--- src/rtl/datamem_arbiter_pkg.sv ---
// Shared types, widths and the round-robin search used by the datamem arbiter.
package datamem_arb_pkg;

   localparam int unsigned ADDR_W  = 16;
   localparam int unsigned DATA_W  = 16;
   localparam int unsigned MAX_REQ = 8;
   localparam int unsigned IDX_W   = 3;

   typedef enum logic {S_CLEAR, S_RUN} state_e;

   typedef struct packed {
      logic             found;
      logic [IDX_W-1:0] idx;
   } pick_t;

   // First valid index at or after ptr, wrapping at n (ptr < n <= MAX_REQ).
   function automatic pick_t rr_pick(input logic [MAX_REQ-1:0] valid,
                                     input logic [IDX_W-1:0]   ptr,
                                     input logic [IDX_W:0]     n);
      pick_t      r;
      logic [IDX_W:0] k;
      r = '0;
      for (int unsigned i = 0; i < MAX_REQ; i++) begin
         if ((IDX_W+1)'(i) < n) begin
            k = {1'b0, ptr} + (IDX_W+1)'(i);
            if (k >= n) k = k - n;
            if (!r.found && valid[k[IDX_W-1:0]]) begin
               r.found = 1'b1;
               r.idx   = k[IDX_W-1:0];
            end
         end
      end
      return r;
   endfunction

endpackage

--- src/rtl/datamem_arbiter_if.sv ---
// Requester, response and datamem signals of the arbiter; slave = arbiter side.
interface datamem_arbiter_if
   import datamem_arb_pkg::*;
#(
   parameter int unsigned NUM_REQ = 2,
   parameter int unsigned ID_W    = 3
);
   logic [NUM_REQ-1:0]        req_valid;
   logic [NUM_REQ-1:0]        req_write;
   logic [NUM_REQ-1:0]        req_lock;
   logic [NUM_REQ*ADDR_W-1:0] req_addr;
   logic [NUM_REQ*DATA_W-1:0] req_wdata;
   logic [NUM_REQ-1:0]        req_ready;

   logic                      rsp_valid;
   logic [ID_W-1:0]           rsp_id;
   logic                      rsp_write;
   logic [DATA_W-1:0]         rsp_rdata;

   logic [ADDR_W-1:0]         mem_address;
   logic                      mem_write_enable;
   logic                      mem_read_enable;
   logic [DATA_W-1:0]         mem_write_data;
   logic [DATA_W-1:0]         mem_read_data;
   logic                      mem_reset;

   modport slave (
      input  req_valid, req_write, req_lock, req_addr, req_wdata, mem_read_data,
      output req_ready, rsp_valid, rsp_id, rsp_write, rsp_rdata,
             mem_address, mem_write_enable, mem_read_enable, mem_write_data, mem_reset
   );

   modport master (
      output req_valid, req_write, req_lock, req_addr, req_wdata, mem_read_data,
      input  req_ready, rsp_valid, rsp_id, rsp_write, rsp_rdata,
             mem_address, mem_write_enable, mem_read_enable, mem_write_data, mem_reset
   );

endinterface

--- src/rtl/datamem_arbiter_rr_picker.sv ---
// Combinational round-robin priority search over NUM_REQ request lines.
module rr_picker
   import datamem_arb_pkg::*;
#(
   parameter int unsigned NUM_REQ = 2
) (
   input  logic [NUM_REQ-1:0] i_valid,
   input  logic [IDX_W-1:0]   i_ptr,
   output logic [IDX_W-1:0]   o_idx,
   output logic               o_found
);
   logic [MAX_REQ-1:0] w_valid;
   pick_t              w_pick;

   always_comb begin
      w_valid                = '0;
      w_valid[NUM_REQ-1:0]   = i_valid;
      w_pick                 = rr_pick(w_valid, i_ptr, (IDX_W+1)'(NUM_REQ));
      o_idx                  = w_pick.idx;
      o_found                = w_pick.found;
   end

endmodule

--- src/rtl/datamem_arbiter.sv ---
// Round-robin arbiter sharing one datamem port among NUM_REQ requesters, with
// optional lock, one-cycle registered responses and a post-reset memory clear.
module datamem_arbiter
   import datamem_arb_pkg::*;
#(
   parameter int unsigned NUM_REQ = 2,
   parameter int unsigned ID_W    = 3
) (
   input logic              clk,
   input logic              reset,
   datamem_arbiter_if.slave bus
);
   state_e             r_state, w_state_next;
   logic [IDX_W-1:0]   r_rr_ptr, r_lock_id;
   logic               r_lock_vld;
   logic               r_rsp_valid, r_rsp_write;
   logic [ID_W-1:0]    r_rsp_id;
   logic [DATA_W-1:0]  r_rsp_rdata;

   logic [IDX_W-1:0]   w_pick_idx, w_gnt, w_ptr_next;
   logic               w_pick_found, w_run, w_lock_hit, w_xfer, w_hold_ptr;
   logic [MAX_REQ-1:0] w_valid, w_write, w_lock;
   logic [ADDR_W-1:0]  w_addr  [MAX_REQ];
   logic [DATA_W-1:0]  w_wdata [MAX_REQ];

   // Pad the packed request buses to MAX_REQ so the grant index can select freely.
   for (genvar gi = 0; gi < MAX_REQ; gi++) begin : g_pad
      if (gi < NUM_REQ) begin : g_on
         assign w_valid[gi] = bus.req_valid[gi];
         assign w_write[gi] = bus.req_write[gi];
         assign w_lock[gi]  = bus.req_lock[gi];
         assign w_addr[gi]  = bus.req_addr[gi*ADDR_W +: ADDR_W];
         assign w_wdata[gi] = bus.req_wdata[gi*DATA_W +: DATA_W];
      end else begin : g_off
         assign w_valid[gi] = 1'b0;
         assign w_write[gi] = 1'b0;
         assign w_lock[gi]  = 1'b0;
         assign w_addr[gi]  = '0;
         assign w_wdata[gi] = '0;
      end
   end

   rr_picker #(
      .NUM_REQ (NUM_REQ)
   ) u_picker (
      .i_valid (bus.req_valid),
      .i_ptr   (r_rr_ptr),
      .o_idx   (w_pick_idx),
      .o_found (w_pick_found)
   );

   always_ff @(posedge clk or negedge reset) begin
      if (!reset) r_state <= S_CLEAR;
      else        r_state <= w_state_next;
   end

   always_comb begin
      w_state_next = r_state;
      if (r_state == S_CLEAR) w_state_next = S_RUN;

      w_run      = (r_state == S_RUN);
      w_lock_hit = r_lock_vld && w_valid[r_lock_id];
      w_gnt      = w_lock_hit ? r_lock_id : w_pick_idx;
      w_xfer     = w_run && (w_lock_hit || w_pick_found);
      // Pointer stays put while the owner keeps its lock.
      w_hold_ptr = w_lock_hit && w_lock[w_gnt];
      w_ptr_next = (w_gnt == IDX_W'(NUM_REQ - 1)) ? '0 : w_gnt + 1'b1;

      for (int unsigned i = 0; i < NUM_REQ; i++) begin
         bus.req_ready[i] = w_xfer && (w_gnt == IDX_W'(i));
      end
      bus.mem_address      = w_addr[w_gnt];
      bus.mem_write_data   = w_wdata[w_gnt];
      bus.mem_write_enable = w_xfer && w_write[w_gnt];
      bus.mem_read_enable  = w_xfer && !w_write[w_gnt];
      bus.mem_reset        = (r_state == S_CLEAR);

      bus.rsp_valid = r_rsp_valid;
      bus.rsp_id    = r_rsp_id;
      bus.rsp_write = r_rsp_write;
      bus.rsp_rdata = r_rsp_rdata;
   end

   always_ff @(posedge clk or negedge reset) begin
      if (!reset) begin
         r_rr_ptr    <= '0;
         r_lock_vld  <= 1'b0;
         r_lock_id   <= '0;
         r_rsp_valid <= 1'b0;
         r_rsp_id    <= '0;
         r_rsp_write <= 1'b0;
         r_rsp_rdata <= '0;
      end else if (w_run) begin
         r_rsp_valid <= w_xfer;
         r_rsp_id    <= ID_W'(w_gnt);
         r_rsp_write <= w_write[w_gnt];
         r_rsp_rdata <= w_write[w_gnt] ? '0 : bus.mem_read_data;
         // An owner that is not granted has dropped valid, so the lock lapses.
         r_lock_vld  <= w_xfer && w_lock[w_gnt];
         r_lock_id   <= w_gnt;
         if (w_xfer && !w_hold_ptr) r_rr_ptr <= w_ptr_next;
      end
   end

endmodule

--- src/flat_wrapper.sv ---
// flat-port wrapper written by rule: the top's interface ports become plain ports
module datamem_arbiter_flat import datamem_arb_pkg::*;
#(
   parameter int unsigned NUM_REQ = 2,
   parameter int unsigned ID_W    = 3
)
  (clk, reset, bus_req_valid, bus_req_write, bus_req_lock, bus_req_addr, bus_req_wdata, bus_mem_read_data, bus_req_ready, bus_rsp_valid, bus_rsp_id, bus_rsp_write, bus_rsp_rdata, bus_mem_address, bus_mem_write_enable, bus_mem_read_enable, bus_mem_write_data, bus_mem_reset);
  datamem_arbiter_if #(.NUM_REQ(NUM_REQ), .ID_W(ID_W)) bus_i ();
  input logic clk;
  input logic reset;
  input wire logic [$bits(bus_i.req_valid)-1:0] bus_req_valid;
  input wire logic [$bits(bus_i.req_write)-1:0] bus_req_write;
  input wire logic [$bits(bus_i.req_lock)-1:0] bus_req_lock;
  input wire logic [$bits(bus_i.req_addr)-1:0] bus_req_addr;
  input wire logic [$bits(bus_i.req_wdata)-1:0] bus_req_wdata;
  input wire logic [$bits(bus_i.mem_read_data)-1:0] bus_mem_read_data;
  output wire logic [$bits(bus_i.req_ready)-1:0] bus_req_ready;
  output wire logic [$bits(bus_i.rsp_valid)-1:0] bus_rsp_valid;
  output wire logic [$bits(bus_i.rsp_id)-1:0] bus_rsp_id;
  output wire logic [$bits(bus_i.rsp_write)-1:0] bus_rsp_write;
  output wire logic [$bits(bus_i.rsp_rdata)-1:0] bus_rsp_rdata;
  output wire logic [$bits(bus_i.mem_address)-1:0] bus_mem_address;
  output wire logic [$bits(bus_i.mem_write_enable)-1:0] bus_mem_write_enable;
  output wire logic [$bits(bus_i.mem_read_enable)-1:0] bus_mem_read_enable;
  output wire logic [$bits(bus_i.mem_write_data)-1:0] bus_mem_write_data;
  output wire logic [$bits(bus_i.mem_reset)-1:0] bus_mem_reset;
  assign bus_i.req_valid = bus_req_valid;
  assign bus_i.req_write = bus_req_write;
  assign bus_i.req_lock = bus_req_lock;
  assign bus_i.req_addr = bus_req_addr;
  assign bus_i.req_wdata = bus_req_wdata;
  assign bus_i.mem_read_data = bus_mem_read_data;
  assign bus_req_ready = bus_i.req_ready;
  assign bus_rsp_valid = bus_i.rsp_valid;
  assign bus_rsp_id = bus_i.rsp_id;
  assign bus_rsp_write = bus_i.rsp_write;
  assign bus_rsp_rdata = bus_i.rsp_rdata;
  assign bus_mem_address = bus_i.mem_address;
  assign bus_mem_write_enable = bus_i.mem_write_enable;
  assign bus_mem_read_enable = bus_i.mem_read_enable;
  assign bus_mem_write_data = bus_i.mem_write_data;
  assign bus_mem_reset = bus_i.mem_reset;
  datamem_arbiter #(.NUM_REQ(NUM_REQ), .ID_W(ID_W)) u_core (.clk(clk), .reset(reset), .bus(bus_i));
endmodule
--- config.mk ---
export PLATFORM = sky130hd
export DESIGN_NAME = datamem_arbiter_flat
export DESIGN_NICKNAME = d
export VERILOG_FILES = /design/src/rtl/datamem_arbiter_pkg.sv /design/src/rtl/datamem_arbiter_if.sv /design/src/rtl/datamem_arbiter_rr_picker.sv /design/src/rtl/datamem_arbiter.sv /design/src/flat_wrapper.sv
export SDC_FILE = /design/constraint.sdc
export NUM_CORES = 1
export LEC_CHECK = 0
export CORE_MARGIN = 3
export CORE_UTILIZATION = 36
export CTS_CLUSTER_SIZE = 25
export DETAILED_ROUTE_END_ITERATION = 8
export GPL_ROUTABILITY_DRIVEN = 0
export MAX_ROUTING_LAYER = met4
export PLACE_DENSITY = 0.88
export SLEW_MARGIN = 20
export SYNTH_ARGS = -nofsm -noshare
export SYNTH_HDL_FRONTEND = slang
export SYNTH_SLANG_ARGS = --single-unit
--- constraint.sdc ---
create_clock -name clk -period 6 [get_ports clk]
set_input_delay 1.8 -clock clk [delete_from_list [all_inputs] [get_ports clk]]
set_output_delay 1.8 -clock clk [all_outputs]
set_load 0.005 [all_outputs]
; Word-level counts from Yosys, hierarchy flattened
; Cells that the tools add are included.
; W data, S select, Z words.
[totals]
word_cells = 60
register_bits = 26
output_inout_bits = 58
in_bits = 88
[classes]
reduce_logical = 16
muxes = 23
magnitude_cmp = 7
bitwise_logic = 2
eq_ne = 1
addsub = 4
[op_table]
columns = operator, count
row1 = $bmux W16 S3, 2
row2 = $mux W16, 5
row3 = $lt A3 B4 Y1 const B, 4
row4 = $bmux W1 S3, 5
row5 = $mux W3, 4
row6 = $logic_and A1 B1 Y1, 10
row7 = $mux W4, 2
row8 = $sub A3 B2 Y3 const B, 2
row9 = $mux W1, 5
row10 = $add A3 B1 Y4 const B, 1
row11 = $ge A4 B2 Y1 const B, 1
row12 = $ge A4 B4 Y1 const B, 1
row13 = $not A3 Y4, 1
row14 = $add A3 B1 Y3 const B, 1
row15 = $eq A3 B1 Y1 const B, 1
row16 = $ge A3 B2 Y1 const B, 1
row17 = $logic_not A1 Y1, 3
row18 = $logic_not A3 Y1, 1
row19 = $reduce_and A2 Y1, 1
row20 = $logic_or A1 B1 Y1, 1
row21 = $not A1 Y1, 1

; Longest topological paths before layout
[depth]
depth_word = 15
mapped_depth = 12
mapped_depth_nobuf = 8

; By module
; A second synthesis with hierarchy kept.
[unflattened]
cells_unflattened = 223
area_unflattened_um2 = 1870.5
[modules_own_cells]
columns = mod, cells_each, seq_area_each_um2, area_each_um2, instances
row1 = datamem_arbiter, 197, 650.6, 1667.8, 1
row2 = rr_picker, 26, 0.0, 202.7, 1

; Worst setup path before layout
; OpenSTA, ideal clock, no wires.
[synth_timing]
path_type = input-to-output
from = in bus_req_valid[0]
to = out bus_mem_read_enable
required_time_ps = 4200
cell_stages = 9
t_arrival_ps = 3218
path_slack_ps = 982
path_cell_list = nand3_1 -> a21o_1 -> and3b_4 -> o31a_1 -> buf_6 -> o211a_1 -> buf_6 -> buf_6 -> nor2b_1
[synth_via]
elab_chain_len = 11
[synth_lines]
columns = element, line
row1 = "start, declared", flat_wrapper.sv:11  ; input wire logic [$bits(bus_i.req_valid)-1:0] bus_req_valid;
row2 = $bmux W1 S3, datamem_arbiter_pkg.sv:27  ; if (!r.found && valid[k[IDX_W-1:0]]) begin
row3 = $mux W1 (not written as such), datamem_arbiter_pkg.sv:27
row4 = $mux W4, datamem_arbiter_pkg.sv:27
row5 = $logic_not A1 Y1, datamem_arbiter_pkg.sv:27
row6 = $logic_and A1 B1 Y1, datamem_arbiter_pkg.sv:27
row7 = $mux W4, datamem_arbiter_pkg.sv:27
row8 = $mux W3, datamem_arbiter.sv:63  ; w_gnt = w_lock_hit ? r_lock_id : w_pick_idx;
row9 = $bmux W1 S3, datamem_arbiter.sv:75  ; bus.mem_read_enable = w_xfer && !w_write[w_gnt];
row10 = $mux W1 (not written as such), datamem_arbiter.sv:75
row11 = $logic_not A1 Y1, datamem_arbiter.sv:75
row12 = $logic_and A1 B1 Y1 *, datamem_arbiter.sv:75
row13 = "end, declared", flat_wrapper.sv:24  ; output wire logic [$bits(bus_i.mem_read_enable)-1:0] bus_mem_read_enable;
; Every way passes the cells marked *; elsewhere a longest branch is shown, timed or not. The select of a mux whose other input is x is not followed.

; Worst setup path in the final report
[layout_timing]
from = in bus_req_valid[1]
to = out bus_mem_address[14]
[layout_via]
elab_chain_len = 11
[layout_lines]
columns = element, line
row1 = $bmux W1 S3, datamem_arbiter_pkg.sv:27
row2 = $mux W1 (not written as such), datamem_arbiter_pkg.sv:27
row3 = $mux W4, datamem_arbiter_pkg.sv:27
row4 = $logic_not A1 Y1, datamem_arbiter_pkg.sv:27
row5 = $logic_and A1 B1 Y1, datamem_arbiter_pkg.sv:27
row6 = $mux W4, datamem_arbiter_pkg.sv:27
row7 = $mux W3 *, datamem_arbiter.sv:63
row8 = $not A3 Y4 (not written as such) *, datamem_arbiter.sv:72  ; bus.mem_address = w_addr[w_gnt];
row9 = $bmux W16 S3 *, datamem_arbiter.sv:72
row10 = $mux W16 (not written as such) * (2 in a row), datamem_arbiter.sv:72
row11 = "end, declared", flat_wrapper.sv:22  ; output wire logic [$bits(bus_i.mem_address)-1:0] bus_mem_address;
; Marks and branches as above.

==> reports/metrics.yaml <==
status: "completed"
vias_per_cell: 4.87
clk_pin_slew_worst_paths_ps: 80
synth_area_per_cell_sq_um: 10.3
holdBufCountCts: 0
regArea_sq_um: 651
critPathMaxFanout: 17
fin_util_pct: 71.0
clock_latency_ps: 270
synth_seq_cells: 26
die_w_um: 77.3
yosys_warnings: 0
leakagePower_uw: 0.00140
core.rowCount: 25
synth-async-reset-ratio_pct: 100
path_class: "input pin to output pin"
irDropWorstVdd_mv: 0.117
grt_max_degree: 32
grt_usage_pct: 21.9
initial_utilization_pct: 38.0
worstMarginPinSlew_ps: 666
synth.most_common_cell: "mux2_2"
fillers: 381
cts-root-buf: "clkbuf_8"
hold_viol: 0
clock-sinks: 26
grt_overflow: 0
power_density_mw_per_mm2: 129
layout.nets: 418
rsz0062_at_grt: "false"
final.setup.tns_ps: 0
wl_per_cell_um: 16.3
syn-num-nets: 271
ys_types: 41
synthFlopType: "dfrtp_1"
wl_mm: 6.37
die_area_sq_mm: 0.00597
worst_setup_path_end_kind: "output pin"
synth_top_cells_by_count: "32 x mux2_2, 26 x dfrtp_1, 22 x nor2b_1, 11 x a31o_2"
drt.antenna.violating_nets: 0
h-tree-depth: 1
crit_path_start_kind: "input pin"
synth_edf_count: 0
post_cts_buffers: 0
min_period_over_period_pct: 97.0
dr_total_vias: 1903
synth_top_area_share_pct: 35.6
drtPass1Iterations: 4
crit_arrival_ps: 4020
relSlewSlack_pct: 55.5
synthToLayoutAreaGrowth_pct: 86.9
die_h_um: 77.3
cts_made_buffers: 3
multiInputGateArea_sq_mm: 0.00108
grt_pass1_wl_mm: 10.3
setup_viol: 0
cts_max_path_buffers: 2
netlist_top_cells_area: "dfrtp_1 36%, mux2_2 20%, nor2b_1 7.5%, a31o_2 5.3%, ha_1 3.4%"
ys_seq_area_share_pct: 35.6
required_ps: 4200
drive_above_1_share_pct: 17.9
dpl.hpwl_mm: 5.24
skew_ps: 7.44
maxCapViolCount: 0
netlist_instances: 178
core_area_sq_mm: 0.00482
synth_top_area_cell: "dfrtp_1"
clock.fmax_ghz: 0.172
grt_pass1_vias: 2102
post_cts_resized: 0
drv_slew: 0
drt_iter0_markers: 65
hp-class: "flop to flop"
netlist_area_sq_mm: 0.00183
antenna_found_initial: 0
cts_tree: "yes"
fin_crit_ps: 5820
drc_errors: 0
n_antenna_cell: 0
portBuffers: 145
io_pins: 146
-- cell families (layout without fill, tap and decap cells) --
group	Yosys count	in the layout	share of synthesized area, %
AO/OA/AOI/OAI	43	43	18.2
XOR/XNOR	1	1	0.479
adder cells (fa/ha/maj)	5	5	3.42
buffers and inverters	20	166	5.54
flip-flops	26	26	35.6
multiplexers	32	32	19.7
other	1	1	0.205
AND/OR/NAND/NOR	50	50	16.9
-- routing by layer --
| metal | vias up | part of all wire, % | wire length (um) | global-route usage [%] |
|---|---|---|---|---|
| met1 | 889 | 40 | 2520 | 24.3 |
| met2 | 71 | 52 | 3340 | 39.3 |
| met3 | 8 | 7.1 | 450 | 6.69 |
| li1 | 935 | - | - | - |
| met4 | 0 | 1.0 | 65 | 3.56 |
| met5 | - | 0 | 0 | - |
-- registers in the layout, indices dropped and copies added, names as in the netlist --
name / cells
u_core.r_state: 1
u_core.bus.rsp_write: 1
u_core.r_lock_vld: 1
u_core.r_lock_id: 3
u_core.bus.rsp_valid: 1
u_core.r_rr_ptr: 3
u_core.bus.rsp_rdata: 16
-- final timing paths --
| kind | startpoint | slack [ps] | endpoint | cells after the start |
|---|---|---|---|---|
| max | bus_req_valid[1] | 180 | bus_mem_address[14] | 6 |
| min | u_core.r_lock_vld | 500 | u_core.r_lock_vld | 1 |
| max reg2reg | u_core.r_rr_ptr[0] | 3250 | u_core.bus.rsp_rdata[5] | 9 |
| min reg2reg | u_core.r_lock_vld | 500 | u_core.r_lock_vld | 1 |
| max in group asynchronous | reset | 3850 | u_core.r_lock_vld | 2 |
| min in group asynchronous | reset | 1890 | u_core.bus.rsp_write | 2 |
-- layout by cell type (no fill, tap or decap), drive strengths merged, types with 2 or more instances in the layout --
master           n
nand2            7
o211ai           2
a31o            18
o2111ai          2
a21o             2
a21oi            8
nor4b            2
nor2             6
clkbuf           4
mux2            32
ha               5
o21ai            2
nand3            3
clkdlybuf4s50  144
inv              8
o21a             2
dfrtp           26
buf              9
nor2b           22
-- report_power, final --
part / internal [uW] / leakage, uW / switching, uW
Clock: 58.6 / 0.0000288 / 51.6
Combinational: 104 / 0.00104 / 38.1
Sequential: 184 / 0.000332 / 5.61
Total: 347 / 0.00140 / 95.3
-- worst max-delay path, cell delays in order --
cell and delay, ps:
clkdlybuf4s50_1 580, a21boi_0 290, o31a_1 250, buf_4 260
mux2_2 360, clkdlybuf4s50_1 470
-- metrics by stage --
stage	area [sq um]	hold slack (ps)	power (uW)	setup WS [ps]	instances
after global routing	3420	542	462	52.7	391
after CTS	3420	503	446	47.2	391
after floorplan	1830	448	228	982	178
final	3420	500	443	177	391
after global placement	3360	466	334	85.0	387
after detailed placement	3360	481	336	53.5	387
-- cell type report --
| type | instances | area share (%) |
|---|---|---|
| clock buffer | 4 | 1.61 |
| inverter | 8 | 0.878 |
| multi-input combinational | 132 | 31.5 |
| sequential | 26 | 19.0 |
| tap | 67 | 2.45 |
| timing repair buffer | 154 | 44.5 |
Note: power is estimated with default switching activity, not from simulation.
